## src/rtl/sdf_stage_ctrl_if.sv

```systemverilog
// Sample handshake and stage-control bundle between an SDF stage datapath and its sequencer.
// The master drives the sample qualifiers; the slave (sequencer) returns the control word.
interface sdf_stage_ctrl_if #(
  parameter int unsigned AW = 5
) ();

  logic          in_valid;
  logic          in_last;
  logic [1:0]    state;
  logic [AW-1:0] tw_addr;
  logic          out_valid;
  logic          busy;
  logic          frame_done;
  logic          err;

  modport master (
    output in_valid,
    output in_last,
    input  state,
    input  tw_addr,
    input  out_valid,
    input  busy,
    input  frame_done,
    input  err
  );

  modport slave (
    input  in_valid,
    input  in_last,
    output state,
    output tw_addr,
    output out_valid,
    output busy,
    output frame_done,
    output err
  );

endinterface

```

## src/rtl/sdf_stage_ctrl.sv

```systemverilog
// Sequencer for one radix-2 SDF stage: counts accepted samples, selects fill/butterfly/twiddle
// mode with zero-cycle control latency, and drains the delay line at end of stream.
module sdf_stage_ctrl #(
  parameter int unsigned HALF = 32,
  parameter int unsigned AW   = $clog2(HALF)
) (
  input  logic             clk,
  input  logic             rst_n,
  sdf_stage_ctrl_if.slave  s_if
);

  localparam int unsigned PW = AW + 1;

  localparam logic [PW-1:0] PC_HALF_M1 = PW'(HALF - 1);
  localparam logic [PW-1:0] PC_LAST    = PW'(2 * HALF - 1);
  localparam logic [AW-1:0] DC_LAST    = AW'(HALF - 1);

  localparam logic [1:0] MODE_FILL = 2'd0;
  localparam logic [1:0] MODE_BFLY = 2'd1;
  localparam logic [1:0] MODE_TWID = 2'd2;

  typedef enum logic [1:0] {
    S_IDLE  = 2'd0,
    S_FILL  = 2'd1,
    S_RUN   = 2'd2,
    S_DRAIN = 2'd3
  } fsm_t;

  fsm_t          r_fsm;
  logic [PW-1:0] r_pc;
  logic [AW-1:0] r_dc;
  logic          r_err;

  logic          w_accept;
  logic          w_end;
  logic          w_proto_err;
  logic [1:0]    w_state;
  logic [AW-1:0] w_tw_addr;
  logic          w_out_valid;
  logic          w_busy;
  logic          w_frame_done;

  // Stream may only end on the last sample of a full 2*HALF block.
  always_comb begin
    w_accept    = s_if.in_valid && (r_fsm != S_DRAIN);
    w_end       = w_accept && s_if.in_last && (r_fsm == S_RUN) && (r_pc == PC_LAST);
    w_proto_err = (w_accept && s_if.in_last && !w_end) ||
                  (s_if.in_valid && (r_fsm == S_DRAIN));
  end

  always_ff @(posedge clk or negedge rst_n) begin
    if (!rst_n) begin
      r_fsm <= S_IDLE;
      r_pc  <= '0;
      r_dc  <= '0;
      r_err <= 1'b0;
    end else begin
      if (w_proto_err) begin
        r_err <= 1'b1;
      end
      case (r_fsm)
        S_IDLE: begin
          if (s_if.in_valid) begin
            r_pc  <= PW'(1);
            r_fsm <= S_FILL;
          end
        end
        S_FILL: begin
          if (s_if.in_valid) begin
            r_pc <= r_pc + PW'(1);
            if (r_pc == PC_HALF_M1) begin
              r_fsm <= S_RUN;
            end
          end
        end
        S_RUN: begin
          if (s_if.in_valid) begin
            r_pc <= r_pc + PW'(1);
            if (w_end) begin
              r_fsm <= S_DRAIN;
              r_dc  <= '0;
            end
          end
        end
        S_DRAIN: begin
          r_dc <= r_dc + AW'(1);
          if (r_dc == DC_LAST) begin
            r_fsm <= S_IDLE;
            r_pc  <= '0;
          end
        end
        default: begin
          r_fsm <= S_IDLE;
        end
      endcase
    end
  end

  // HALF is a power of two, so the pc MSB marks the butterfly half of a block.
  always_comb begin
    w_state      = MODE_FILL;
    w_tw_addr    = '0;
    w_out_valid  = 1'b0;
    w_busy       = (r_fsm != S_IDLE);
    w_frame_done = 1'b0;
    case (r_fsm)
      S_RUN: begin
        w_out_valid = s_if.in_valid;
        if (r_pc[AW]) begin
          w_state = MODE_BFLY;
        end else begin
          w_state   = MODE_TWID;
          w_tw_addr = r_pc[AW-1:0];
        end
      end
      S_DRAIN: begin
        w_state      = MODE_TWID;
        w_tw_addr    = r_dc;
        w_out_valid  = 1'b1;
        w_frame_done = (r_dc == DC_LAST);
      end
      default: begin
        w_state = MODE_FILL;
      end
    endcase
  end

  assign s_if.state      = w_state;
  assign s_if.tw_addr    = w_tw_addr;
  assign s_if.out_valid  = w_out_valid;
  assign s_if.busy       = w_busy;
  assign s_if.frame_done = w_frame_done;
  assign s_if.err        = r_err;

endmodule

```

## src/flat_wrapper.sv

```systemverilog
// flat-port wrapper written by rule: the top's interface ports become plain ports
module sdf_stage_ctrl_flat 
#(
  parameter int unsigned HALF = 32,
  parameter int unsigned AW   = $clog2(HALF)
)
  (clk, rst_n, s_if_in_valid, s_if_in_last, s_if_state, s_if_tw_addr, s_if_out_valid, s_if_busy, s_if_frame_done, s_if_err);
  sdf_stage_ctrl_if #(.AW(AW)) s_if_i ();
  input  logic clk;
  input  logic rst_n;
  input wire logic [$bits(s_if_i.in_valid)-1:0] s_if_in_valid;
  input wire logic [$bits(s_if_i.in_last)-1:0] s_if_in_last;
  output wire logic [$bits(s_if_i.state)-1:0] s_if_state;
  output wire logic [$bits(s_if_i.tw_addr)-1:0] s_if_tw_addr;
  output wire logic [$bits(s_if_i.out_valid)-1:0] s_if_out_valid;
  output wire logic [$bits(s_if_i.busy)-1:0] s_if_busy;
  output wire logic [$bits(s_if_i.frame_done)-1:0] s_if_frame_done;
  output wire logic [$bits(s_if_i.err)-1:0] s_if_err;
  assign s_if_i.in_valid = s_if_in_valid;
  assign s_if_i.in_last = s_if_in_last;
  assign s_if_state = s_if_i.state;
  assign s_if_tw_addr = s_if_i.tw_addr;
  assign s_if_out_valid = s_if_i.out_valid;
  assign s_if_busy = s_if_i.busy;
  assign s_if_frame_done = s_if_i.frame_done;
  assign s_if_err = s_if_i.err;
  sdf_stage_ctrl #(.HALF(HALF), .AW(AW)) u_core (.clk(clk), .rst_n(rst_n), .s_if(s_if_i));
endmodule
```

## config.mk

```make
export PLATFORM = sky130hd
export DESIGN_NAME = sdf_stage_ctrl_flat
export DESIGN_NICKNAME = d
export VERILOG_FILES = /design/src/rtl/sdf_stage_ctrl_if.sv /design/src/rtl/sdf_stage_ctrl.sv /design/src/flat_wrapper.sv
export SDC_FILE = /design/constraint.sdc
export NUM_CORES = 1
export LEC_CHECK = 0
export CAP_MARGIN = 10
export CORE_UTILIZATION = 32
export CTS_BUF_LIST = sky130_fd_sc_hd__clkbuf_8
export DETAILED_ROUTE_END_ITERATION = 6
export GPL_ROUTABILITY_DRIVEN = 0
export GPL_TIMING_DRIVEN = 0
export PLACE_DENSITY = 0.53
export SKIP_CTS_REPAIR_TIMING = 1
export SLEW_MARGIN = 5
export SYNTH_ARGS = -nofsm -noshare
export SYNTH_HDL_FRONTEND = slang
export SYNTH_SLANG_ARGS = --single-unit
```

## constraint.sdc

```tcl
create_clock -name clk -period 3.5 [get_ports clk]
set_input_delay 0.525 -clock clk [delete_from_list [all_inputs] [get_ports clk]]
set_output_delay 0.525 -clock clk [all_outputs]
set_load 0.1 [all_outputs]
```

-- Yosys cells after proc, flatten, opt, wreduce, memory -nomap -nowiden
Index checks and enable logic that the tools add are counted.
- register bits after elaboration: 14
- input bits: 4
- output and inout bits: 11
- logic and storage cells: 55
- add/sub/neg operators: 2
- eq/ne operators: 14
- multiplexer cells: 20
- reductions and logical operators: 15
- operators by type and width (cell ; number):
    5-bit one-hot mux with 2 select lines ; 2
    6-bit 2-to-1 mux ; 3
    6-bit one-hot mux with 3 select lines ; 1
    5-bit 2-to-1 mux ; 3
    2-bit 2-to-1 mux ; 7
    2-bit != test, second input constant ; 5
    2-bit one-hot mux with 4 select lines ; 1
    6-bit by 1-bit adder with 6-bit output, second input constant ; 1
    6-bit by 5-bit == test with 1-bit output, second input constant ; 1
    6-bit == test, second input constant ; 1
    1-bit logical AND ; 6
    2-bit by 1-bit != test with 1-bit output, second input constant ; 3
    3-bit AND reduction ; 2
    6-bit AND reduction ; 1
    5-bit by 1-bit adder with 5-bit output, second input constant ; 1
    5-bit == test, second input constant ; 1
    2-bit == test, second input constant ; 2
    2-bit one-hot mux with 2 select lines ; 1
    2-bit nonzero test ; 2
    2-bit by 1-bit == test with 1-bit output, second input constant ; 1
    2-bit zero test ; 1
    1-bit one-hot mux with 2 select lines ; 1
    2-bit OR reduction ; 1
    1-bit zero test ; 1
    2 further kinds ; 2

-- Depth between registers and ports, before layout
- depth after elaboration: 8
- gate-level depth with buffers: 7
- mapped depth without buffers: 7

-- Worst setup path after synthesis
No wires, ideal clock.
- path type: reg-to-output
- start point: reg u_core.r_fsm[0]
- end point: out s_if_tw_addr[0]
- arrival: 1.838 ns
- data required time: 2.975 ns
- slack: 1.137 ns
- stages on the path, launching flop included: 5
- path buffers: 0
- cell sequence: dfrtp_1 -> inv_1 -> ha_1 -> nor2b_1 -> a22o_1
- longest elaborated chain between the ends: 2
- elaborated cells between the ends (all ways): 3
- classes of those cells: 2 x eq/ne; 1 x mux
- RTL lines (item ; line ; source):
    start, declared ; sdf_stage_ctrl.sv:29 ; fsm_t r_fsm;
    start signal, assigned ; sdf_stage_ctrl.sv:53 ; r_fsm <= S_IDLE;
    start signal, assigned ; sdf_stage_ctrl.sv:65 ; r_fsm <= S_FILL;
    start signal, assigned ; sdf_stage_ctrl.sv:72 ; r_fsm <= S_RUN;
    2-bit == test ; sdf_stage_ctrl.sv:106 ; case (r_fsm)
    5-bit one-hot mux with 2 select lines * ; sdf_stage_ctrl.sv:106 ;
    end, declared ; flat_wrapper.sv:14 ; output wire logic [$bits(s_if_i.tw_addr)-1:0] s_if_tw_addr;
Mark *: on every way between the ends. The rest lies on a longest branch, timed or not.

-- Worst setup path after layout
- start point: reg u_core.r_fsm[0]
- end point: out s_if_tw_addr[4]
The elaborated chain is that of the path after synthesis.

==> impl_results.md <==
* Post-route DRC at 2
* FMAX at around 300 MHz
* Syn Nets at between 100 and 150
* Grt met1 use at between 20% and 30%
* Register bit total from synthesis at 14
* Initial Util at 34.4%
* GRT met2 Usage at 21.7%
* Core ar. at around 2800 um2
* Failing checks: design-rule violations
* Clk sinks at 14
* Final HPWL DP at around 1.6 mm
* Antenna violations before repair at 0
* CTS tree: yes
* Clock Latency Late Sink at 0.24 ns
* Vias at 817
* Final slew viol count at 0
* FF-to-FF End: u_core.r_pc[3]
* CTS clk-pin slew, worst paths at 0.06 ns
* Num rows at 19
* IO Pins at 15
* Share of layout cells above drive strength 1 at under 10%
* Synth warn at 0
* Global-route layer with the greatest usage: met2
* ANT cells at 0
* Slew @ Worst Pin at about 0.96 ns
* Hold Path Depth at 1
* Yosys cell types at 34
* CP required at between 2 and 3 ns
* Setup TNS at 0 ns
* Die Area at approximately 3200 um2
* Wirelength per Cell at 14.4 um
* Post-route ant nets at 0
* R2R Setup Slk at between 1.5 and 2 ns
* Reg-to-reg critical path startpoint: u_core.r_dc[0]
* Mapped Cells at 99
* CP Capture Type: output pin
* Setup crit start kind: register
* Max Cap Viol at 0
* HP Start: u_core.s_if.err
* H-tree levels at 1
* Fill cells at between 200 and 300
* GRT Overall Usage at about 14%
* Largest net degree at the start of global routing at 15
* Synth area leaders: dfrtp_1 36%, ha_1 10%, a22o_1 9.1%, o31ai_1 3.1%, nand2_1 2.7%
* Buffers on Ports at 14
* Final Hold Vio Count at 0
* Sequential area share after synthesis at about 36%
* Final setup vio count at 0
* Via density at 5.56
* Path type of the worst min-delay path: register to register
* Total wire length at about 2.1 mm
* Post-synthesis simple-gate area fraction at about a quarter
* First-pass GRT wire length at roughly 3.7 mm
* DRT iter0 DRCs at ~40
* Tmin final at between 3 and 4 ns
* Status: complete, but fails checks
* RSZ-0062 raised after global routing: false
* WP data arrival at approximately 2.8 ns
* Area growth, synth to finish at 23.1%
* Nets at 130
* Hold path endpoint: u_core.s_if.err
* Die height at between 50 and 60 um
* Synth top area share at between 30% and 40%
* Max_slew headroom at a little over a third
* Die width at 56.9 um
* Final global-route overflow total at 0
* Met3 Resource Use GR at under 10%
* Synth Area per Inst at roughly 10 um2
* Fin crit share at approximately 96%
* Synth Area in XOR/XNOR at 0.907%
* Setup CP Type: register to output pin
* Clock Skew at 0.00176 ns
* Vias in the first global route at 735
* Adder-cell share of the synthesized area at roughly a tenth
* Num CTS Buffers at 3
* Post-synthesis mux area share at under 10%
* Area leader, netlist: dfrtp_1
* Synth Area in Compound Gates at 24.1%
* Router iterations before antenna repair at 6
* Combinational family with the most area after synthesis: compound AO/OA/AOI/OAI gates
* Synthesized cell area at roughly 970 um2
* Root buffer cell: clkbuf_8
* Reg2reg path depth at 7
* Max Buffers Root-to-Sink at 2
* CP Max Fanout at 6
per-layer routing:
metal / vias to the layer above / routed length, um
met5: - / 0
met1: 385 / 1080
met3: 2 / 96
li1: 408 / -
met2: 22 / 923
met4: 0 / 8
worst max path at each step:
stage,start,end,depth (start not counted)
after global routing,u_core.r_fsm[0],s_if_tw_addr[4],5
after detailed placement,u_core.r_fsm[0],s_if_tw_addr[2],5
after CTS,u_core.r_fsm[0],s_if_tw_addr[2],5
final,u_core.r_fsm[0],s_if_tw_addr[4],5
after global placement,u_core.r_fsm[0],s_if_tw_addr[2],5
after floorplan,u_core.r_fsm[0],s_if_tw_addr[0],4
final cells by class:
type / instances / area, um2 / area share, %
Inverter: 5 / 18.8 / 1.58
Sequential cell: 14 / 350 / 29.5
Buffer: 1 / 3.75 / 0.316
Clock buffer: 3 / 41.3 / 3.47
Multi-Input combinational cell: 79 / 593 / 49.9
Timing Repair Buffer: 14 / 143 / 12.0
Tap cell: 31 / 38.8 / 3.26
critical path, cell delays in order, from the launching register on:
cell and delay (ns):
dfrtp_1 0.41, inv_1 0.16, ha_1 0.31, nor2b_1 0.39, a22o_1 0.19, clkdlybuf4s50_1 1.13
through the flow:
stage	cells	worst slack, ns	util, %	hold slack [ns]	cell area, um2
after floorplan	99	1.14	-	0.229	966
after global placement	144	0.437	40.8	0.451	1140
after detailed placement	144	0.428	40.8	0.458	1140
after CTS	147	0.157	42.3	0.470	1190
after global routing	147	0.00410	42.4	0.529	1190
final	147	0.151	42.4	0.464	1190
state kept, by name, indices dropped and copies added, names as in the netlist:
signal,flops
u_core.r_dc,5
u_core.r_fsm,2
u_core.r_pc,6
u_core.s_if.err,1
cell usage in the layout (no fill, tap or decap), types with 2 or more instances in the layout:
cell type	n
clkdlybuf4s50_1	13
nor2_1	5
a22o_1	10
ha_1	8
o31ai_1	4
nor2b_1	4
a31oi_1	2
nand4_1	2
inv_1	5
nand3_1	5
nand2b_1	4
and2_1	2
and3_1	2
clkbuf_8	3
or2_1	2
dfrtp_1	14
o21ai_1	3
o21ai_0	3
nand2_1	7
cell usage after synthesis:
cell	count
o311ai_1	1
mux2i_1	1
nand2_1	7
a21oi_1	1
a21o_1	1
or2_1	2
nand3_1	5
a311o_1	1
o21a_1	1
and2b_1	1
o21ai_1	3
a21oi_2	1
nand4b_1	1
a31oi_1	2
o21ai_2	1
o32ai_2	1
dfrtp_1	14
clkbuf_1	1
nand4bb_1	1
nor3_4	1
xnor2_1	1
nand2b_1	4
and2_1	2
inv_1	5
o31ai_1	4
nand4_2	1
nor2_1	5
nor2b_1	4
ha_1	8
a22o_1	10
mux2_4	1
o21ai_0	3
nand4_1	2
and3_1	2
cells by family (layout without fill, tap and decap cells):
logic type,count (synthesis),after routing
buf+inv,6,23
compound gates,30,30
flops,14,14
xor+xnor,1,1
mux,2,2
simple gates,38,38
fa+ha+maj,8,8
Power is left out: the tool's default activity adds up to more than one toggle a clock period on the data nets, which glitch-free logic cannot reach.
